`src/rtl/part_event_arbiter.sv`:
```
// part_event_arbiter: round-robin arbiter feeding a registered x/y/range-class unit.
// Define PART_BIN_COUNT_EN to build the per-bin saturating event counters.
module part_event_arbiter #(
   parameter int NREQ = 4,
   parameter int W = 3,
   localparam int IDW = $clog2(NREQ)
) (
   input  logic              clk,
   input  logic              rst,
   input  logic [NREQ-1:0]   req_valid,
   output logic [NREQ-1:0]   req_ready,
   input  logic [NREQ*W-1:0] req_a,
   input  logic [NREQ*W-1:0] req_b,
   input  logic [NREQ*W-1:0] req_c,
   output logic              out_valid,
   input  logic              out_ready,
   output logic [W-1:0]      out_x,
   output logic [W-1:0]      out_y,
   output logic [1:0]        out_bin,
   output logic [IDW-1:0]    out_id,
   output logic [31:0]       bin_count
);
   localparam logic EMPTY = 1'b0;
   localparam logic FULL  = 1'b1;
   logic           state_q, state_d;
   logic [IDW-1:0] ptr_q, ptr_d, gnt, scan, id_q, id_d;
   logic           hit, can_accept;
   logic [W-1:0]   a_s, b_s, c_s, x_q, x_d, y_q, y_d;
   logic [1:0]     bin_s, bin_q, bin_d;
   always_comb begin
      can_accept = !rst && (state_q == EMPTY || out_ready);
      hit = 1'b0;
      gnt = '0;
      scan = '0;
      req_ready = '0;
      for (int k = 0; k < NREQ; k++) begin
         scan = IDW'((int'(ptr_q) + k) % NREQ);
         if (!hit && can_accept && req_valid[scan]) begin
            hit = 1'b1;
            gnt = scan;
         end
      end
      if (hit) req_ready[gnt] = 1'b1;
   end
   always_comb begin
      a_s = req_a[int'(gnt)*W +: W];
      b_s = req_b[int'(gnt)*W +: W];
      c_s = req_c[int'(gnt)*W +: W];
      bin_s = (a_s == '0) ? 2'd0 : (&a_s) ? 2'd3 : a_s[W-1] ? 2'd2 : 2'd1;
      state_d = hit ? FULL : out_ready ? EMPTY : state_q;
      ptr_d = hit ? ((int'(gnt) == NREQ-1) ? '0 : gnt + 1'b1) : ptr_q;
      x_d = hit ? (a_s & b_s) : x_q;
      y_d = hit ? ((b_s | c_s) ^ a_s) : y_q;
      bin_d = hit ? bin_s : bin_q;
      id_d = hit ? gnt : id_q;
   end
   always_ff @(posedge clk) begin
      if (rst) begin
         state_q <= EMPTY;
         ptr_q <= '0;
         x_q <= '0;
         y_q <= '0;
         bin_q <= '0;
         id_q <= '0;
      end else begin
         state_q <= state_d;
         ptr_q <= ptr_d;
         x_q <= x_d;
         y_q <= y_d;
         bin_q <= bin_d;
         id_q <= id_d;
      end
   end
   assign out_valid = state_q;
   assign out_x = x_q;
   assign out_y = y_q;
   assign out_bin = bin_q;
   assign out_id = id_q;
`ifdef PART_BIN_COUNT_EN
   logic [7:0] cnt_q [4];
   logic [7:0] cnt_d [4];
   always_comb begin
      for (int k = 0; k < 4; k++)
         cnt_d[k] = (hit && bin_s == 2'(k) && cnt_q[k] != 8'hff) ? cnt_q[k] + 8'd1 : cnt_q[k];
   end
   always_ff @(posedge clk) begin
      if (rst) begin
         for (int k = 0; k < 4; k++) cnt_q[k] <= '0;
      end else begin
         cnt_q <= cnt_d;
      end
   end
   assign bin_count = {cnt_q[3], cnt_q[2], cnt_q[1], cnt_q[0]};
`else
   assign bin_count = '0;
`endif
endmodule

```
`config.mk`:
```
export PLATFORM = sky130hd
export DESIGN_NAME = part_event_arbiter
export DESIGN_NICKNAME = d
export VERILOG_FILES = /design/src/rtl/part_event_arbiter.sv
export SDC_FILE = /design/constraint.sdc
export NUM_CORES = 1
export LEC_CHECK = 0
export BUFFER_PORTS_ARGS = -buffer_cell sky130_fd_sc_hd__buf_2
export CORE_AREA = 2 2 61 63
export DETAILED_ROUTE_END_ITERATION = 10
export DIE_AREA = 0 0 63 65
export GPL_ROUTABILITY_DRIVEN = 0
export PLACE_DENSITY = 0.8
export SYNTH_ARGS = -nofsm -noshare
export SYNTH_HDL_FRONTEND = slang
export SYNTH_SLANG_ARGS = --single-unit
```
`constraint.sdc`:
```
create_clock -name clk -period 3.2 [get_ports clk]
set_clock_uncertainty 0.05 [all_clocks]
set_input_delay 0.48 -clock clk [delete_from_list [all_inputs] [get_ports clk]]
set_output_delay 0.48 -clock clk [all_outputs]
set_load 0.005 [all_outputs]
```
==> flow_metrics.tcl, run 1 <==
set metrics [dict create \
    outcome "complete, no violations" \
    grt_pass1_wl_mm 4.871 \
    power_switching_share_pct 35.13 \
    hold_slack_ns 0.4108 \
    powerDensity_nw_per_um2 300.4 \
    ant_nets 0 \
    crit_chain "nor3_1, a2111oi_4, buf_4, inv_6, ha_1, and2_1, buf_2" \
    top_layer_used "met4" \
    ys.flop_type "dfxtp_1" \
    synth.most_common_cell "buf_4" \
    drc 0 \
    first_iter_violations 52 \
    rows 22 \
    clk_pin_slew_worst_paths_ns 0.08 \
    initial_core_util_pct 40.16 \
    grt_pass1_vias 1133 \
    die_w_um 63 \
    clock_latency_ns 0.28 \
    viasPerCell 4.727 \
    max-vdd-ir-drop_mv 0.1317 \
    dieArea_um2 4095 \
    wl_met3_um 268 \
    wl_per_cell_um 10.96 \
    setup_slack_ns 0.3362 \
    cts-root-buf "clkbuf_4" \
    synth_area_leaders "dfxtp_1, buf_4, mux2i_1" \
    design_area_um2 1635 \
    dieHeight_um 65 \
    overflow 0 \
    drive_gt1_share_pct 34.35 \
    synth-async-reset-ratio_pct 0 \
    htreeDepth 1 \
    cts.sinks 13 \
    grt_use_total_pct 14.67 \
    post-synth-top-area-fraction_pct 18.54 \
    syn2layout_area_growth_pct 16.49 \
    nNetsFinal 278 \
    tns_ns 0 \
    drtPass1Iterations 4 \
    yosysSeqAreaShare_pct 18.54 \
    cts_tree "built" \
    slew_violations 0 \
    clockPowerShare_pct 21.3 \
    p_int_mw 0.3187 \
    clk_path_buf_depth 2 \
    ys_top_cells_by_count "buf_4, mux2i_1, dfxtp_1, nor2_1, a21oi_1" \
    period_minus_slack_ns 2.864 \
    post_cts_buffers 0 \
    place_area_um2 1609 \
    cap_violations 0 \
    vias 1314 \
    seqPwrFrac_pct 38.9 \
    synth_top_area_cell "dfxtp_1" \
    netlist_area_um2 1404 \
    n_antenna_cell 0 \
    path_buf_inv 3 \
    io_pins 90 \
    slew_headroom_pct 65.31 \
    crit_path_max_fanout 13 \
    grt_start_max_net_pins 20 \
    max_freq_mhz 349.2 \
    rsz0062_at_grt "false" \
    avgSynthCellArea_um2 8.068 \
    ys_ff_latch 13 \
    required_ns 2.67 \
    yosysWarnings 0 \
    ctsHoldBuffers 0 \
    p_leak_nw 0.8514 \
    slowest_stage "dfxtp_1" \
    worst-setup-path-type "flop to output pin" \
    routed_wl_mm 3.047 \
    hold_class "flop to flop" \
    crit_path_end_kind "output pin" \
    cts_resized 0 \
    hold_viol 0 \
    antenna_found_initial 0 \
    finalCoreUtilization_pct 46.78 \
    cpPeakStageDelay_ns 0.59 \
    wl_met2_mm 1.418 \
    cts_made_buffers 3 \
    pre_cts_slack_ns 0.3295 \
    synth.distinct_cells 42 \
    setup_viol 0 \
    finalCritPeriodShare_pct 89.50 \
    synth_edf_count 0 \
    startpoint_type "flop" \
    p_comb_share_pct 39.8 \
    synthCells 174 \
    wirelength_met1_mm 1.325 \
    switchingPower_mw 0.1726 \
    dpl.hpwl_mm 2.518 \
    fp.coreArea_um2 3496 \
    tightestPinTransition_ns 0.5203 \
    crit_family "flip-flops" \
    port-buffer-count 57 \
    crit_arrival_ns 2.33 \
]
[tightest hold or removal path, cell delays in order (launching register included)]
cell,delay (ns)
dfxtp_1,0.32
nand2_1,0.05
a21oi_1,0.05
[metal layers]
layer	up-vias	global-route usage (%)
met5	-	0
met4	0	5.833
met3	5	2.431
met2	69	25.00
met1	579	18.39
li1	661	-
[placed cells by master, fill, tap and decap left out, types with 4 or more instances in the layout]
| cell | count |
|---|---|
| buf_2 | 57 |
| conb_1 | 32 |
| mux2i_1 | 14 |
| dfxtp_1 | 13 |
| nor2_1 | 12 |
| a21oi_1 | 11 |
| nor3_1 | 7 |
| inv_1 | 7 |
| nand2_1 | 7 |
| and2_1 | 6 |
| o21ai_0 | 6 |
| buf_4 | 5 |
| a211oi_1 | 4 |
| ha_1 | 4 |
[flip-flops by register name (all words and copies together), names as in the netlist]
register and cells:
out_bin 2, out_x 3, out_id 2, out_y 3, out_valid 1, ptr_q 2
[final cells by class]
| type | instances | area, um^2 |
|---|---|---|
| Clock buffer | 4 | 26.28 |
| Timing Repair Buffer | 62 | 322.8 |
| Inverter | 8 | 35.03 |
| Multi-Input combinational cell | 143 | 930.9 |
| Sequential cell | 13 | 260.3 |
| Tap cell | 48 | 60.06 |
| Fill cell | 357 | 1861 |
[cell families (layout without fill, tap and decap cells)]
group,after synthesis,count (layout),share of synthesized area [%]
XOR/XNOR,3,3,1.872
other,1,32,0.2671
flip-flops,13,13,18.54
adder cells (fa/ha/maj),4,4,3.565
AND/OR/NAND/NOR,45,45,16.94
multiplexers,17,17,12.66
buffers and inverters,49,74,23.44
AO/OA/AOI/OAI,42,42,22.73
[path summary, 6_finish.rpt]
check,startpoint,slack [ns],to,depth (start not counted)
worst min-delay path,out_x[2]$_SDFFE_PP0P_,0.41,out_x[2]$_SDFFE_PP0P_,2
worst max-delay path,ptr_q[0]$_SDFFE_PP0P_,0.34,req_ready[1],7
worst max register to register,ptr_q[0]$_SDFFE_PP0P_,0.61,out_x[2]$_SDFFE_PP0P_,6
worst min register to register,out_x[2]$_SDFFE_PP0P_,0.41,out_x[2]$_SDFFE_PP0P_,2
[per-stage QoR]
step	total power [mW]	std cells
2_1_floorplan	0.3514	205
3_3_place_gp	0.3863	274
3_5_place_dp	0.3898	274
4_1_cts	0.4918	278
5_1_grt	0.5253	278
6_report	0.4913	278
[power by group through the flow]
stage	Combinational [mW]	Clock, mW	Sequential (mW)
6_report	0.196	0.104	0.191
5_1_grt	0.217	0.114	0.194
2_1_floorplan	0.160	0	0.191
4_1_cts	0.195	0.105	0.191
3_5_place_dp	0.195	0	0.195
3_3_place_gp	0.191	0	0.195
(Power assumes the default switching activity.)
==> run 2: changes to the inputs <==
Settings changed: ABC_AREA from default to 1, CORE_AREA 2 2 61 63 to 2 2 66 68, DIE_AREA 0 0 63 65 to 0 0 68 70, PLACE_DENSITY 0.8 to 0.79.
==> run 2 against run 1 <==
  * Die area is 16% higher
  * Worst setup slack got worse by 0.079 ns
  * Synthesized cell count up 56%
  * Cell area rose by 20%
  * Sequential cell count unchanged
  * Fmax fell by 2.7%
  * Critical path type unchanged
  * Largest cell class unchanged
==> flow_metrics.tcl, run 2 <==
set metrics [dict create \
    outcome "complete, no violations" \
    max_freq_mhz 339.8 \
    layout.cells.most_common "nand2_1" \
    p_comb_share_pct 75.5 \
    hold_viol 0 \
    cts_tree "built" \
    first_iter_violations 69 \
    grt_pass1_wl_mm 6.624 \
    drtPass1Iterations 4 \
    n_antenna_cell 0 \
    initial_core_util_pct 42.24 \
    fill_cells 440 \
    slowest_stage "dfxtp_1" \
    nNetsFinal 374 \
    vias 1772 \
    max-vdd-ir-drop_mv 0.5339 \
    reg2reg_depth 13 \
    synth_edf_count 0 \
    ff2ff_setup_slack_ns 0.87 \
    hold_end "out_bin[1]$_SDFFE_PP0P_" \
    ys.flop_type "dfxtp_1" \
    crit_path_max_fanout 19 \
    finalCritPeriodShare_pct 91.98 \
    crit_arrival_ns 2.41 \
    power_switching_share_pct 55.47 \
    tns_ns 0 \
    clk_pin_slew_worst_paths_ns 0.05 \
    slew_violations 0 \
    dieHeight_um 70 \
    clock_latency_ns 0.24 \
    drc 0 \
    drive_gt1_share_pct 32.52 \
    avgSynthCellArea_um2 6.435 \
    ctsHoldBuffers 0 \
    synthCells 272 \
    netlist_area_um2 1750 \
    final_cell_mix "nand2_1, buf_2, nand3_1" \
    cpPeakStageDelay_ns 0.52 \
    path_buf_inv 3 \
    hold_depth 2 \
    clk_path_buf_depth 2 \
    seqPwrFrac_pct 16.1 \
    setup_slack_ns 0.2568 \
    clockPowerShare_pct 8.4 \
    ant_nets 0 \
    synth-async-reset-ratio_pct 0 \
    viasPerCell 4.688 \
    ys_top_cells_by_count "nand2_1, nand3_1, inv_1, buf_4, nand2_2" \
    overflow 0 \
    post-synth-top-area-fraction_pct 14.87 \
    antenna_found_initial 0 \
    crit-reg2reg-capture "out_bin[0]$_SDFFE_PP0P_" \
    cap_violations 0 \
    required_ns 2.67 \
    p_int_mw 0.7637 \
    yosysWarnings 0 \
    worst-setup-path-type "flop to output pin" \
    setup_viol 0 \
    hold_class "flop to flop" \
    fp.coreArea_um2 4144 \
    ys_ff_latch 13 \
    cts.sinks 13 \
    crit_family "simple AND/OR/NAND/NOR gates" \
    rsz0062_at_grt "false" \
    crit_chain "nand2_1, nand2_1, nand2_2, nand2_4, nand4_2, nand2_4, nand2_4, nand2_4, inv_1, ha_1, nand2_1, inv_1, buf_2" \
    synth_area_leaders "dfxtp_1, nand3_1, buf_4" \
    syn2layout_area_growth_pct 11.72 \
    startpoint_type "flop" \
    cts-root-buf "clkbuf_8" \
    dpl.hpwl_mm 3.236 \
    synth_top_area_cell "dfxtp_1" \
    port-buffer-count 57 \
    wl_per_cell_um 10.77 \
    period_minus_slack_ns 2.943 \
    yosysSeqAreaShare_pct 14.87 \
    switchingPower_mw 0.9511 \
    path_common_cell "nand2_4" \
    synth.distinct_cells 27 \
    synth.most_common_cell "nand2_1" \
    io_pins 90 \
    routed_wl_mm 4.070 \
    pre_cts_slack_ns 0.3671 \
    grt_pass1_vias 1618 \
    dieArea_um2 4760 \
    grt_start_max_net_pins 20 \
    cts_made_buffers 3 \
    crit_path_end_kind "output pin" \
    die_w_um 68 \
    holdCritStartpoint "out_bin[1]$_SDFFE_PP0P_" \
    r2r_start "ptr_q[1]$_SDFFE_PP0P_" \
    htreeDepth 1 \
    p_leak_nw 1.204 \
    powerDensity_nw_per_um2 876.9 \
    rows 24 \
    grt_use_total_pct 17.52 \
]
-- run 2: cell count changes in the layout (fill, tap and decap cells not counted), sizes merged, moves of 4 or more --
cell,previous run,this run
a21oi,14,7
a31oi,4,0
and2,6,0
inv,8,42
mux2i,14,0
nand2,7,82
nand3,2,61
nor2,12,4
nor3,7,0
-- run 2: worst max path at each step --
stage / from / to / slack [ns] / cells after the start
finish: ptr_q[1]$_SDFFE_PP0P_ / req_ready[0] / 0.26 / 13
global route: ptr_q[1]$_SDFFE_PP0P_ / req_ready[0] / 0.01 / 13
CTS: ptr_q[0]$_SDFFE_PP0P_ / req_ready[0] / 0.16 / 13
detailed placement: rst / req_ready[2] / 0.37 / 13
global placement: rst / req_ready[0] / 0.48 / 13
floorplan: out_ready / req_ready[0] / 0.90 / 12
-- run 2: cell type report --
type                    count  area (um^2)  area share, %
multi-input cells         207         1109          56.69
clock buffers               4        45.04          2.303
inverters                  42        167.7          8.573
well taps                  52        65.06          3.327
repair buffers             60        307.8          15.74
flip-flops and latches     13        261.5          13.37
-- run 2: cells by family after synthesis --
logic type / after synthesis / synth area share, %
flip-flops: 13 / 14.87
AO/OA/AOI/OAI: 21 / 6.862
buffers and inverters: 83 / 28.45
other: 1 / 0.2142
AND/OR/NAND/NOR: 150 / 46.75
adder cells (fa/ha/maj): 4 / 2.859
-- run 2: power by group through the flow --
stage,clock network (mW),registers (mW),logic (mW)
global route,0.155,0.285,1.46
global placement,0,0.276,1.24
CTS,0.147,0.274,1.28
detailed placement,0,0.276,1.27
floorplan,0,0.257,1.10
finish,0.145,0.276,1.29
-- run 2: what timing repair did --
item	CTS	global route
setup buffers	0	0
setup endpoints to repair	0	2
gates resized for setup	0	1
-- run 2: per-layer routing --
metal | wire length (um) | track usage [%] | vias to the layer above
met2 | 1937 | 29.77 | 74
li1 | - | - | 911
met4 | 59 | 5.556 | 0
met1 | 1753 | 22.31 | 781
met5 | 0 | 0 | -
met3 | 320 | 2.415 | 6
-- run 2: metrics by stage --
stage                     util, %  total power [mW]  hold slack, ns  area [um^2]  std cells
after CTS                   47.16             1.706          0.4137         1954        378
after global routing        47.19             1.899          0.4306         1956        378
final                       47.19             1.715          0.4147         1956        378
after detailed placement    46.07             1.550          0.4060         1909        374
after global placement      46.07             1.518          0.4039         1909        374
after floorplan                 -             1.355          0.4041         1867        303
-- run 2: worst min-delay path, cell delays in order (launching register included) --
cell     delay (ns)
dfxtp_1        0.30
nand2_1        0.06
a21oi_1        0.06
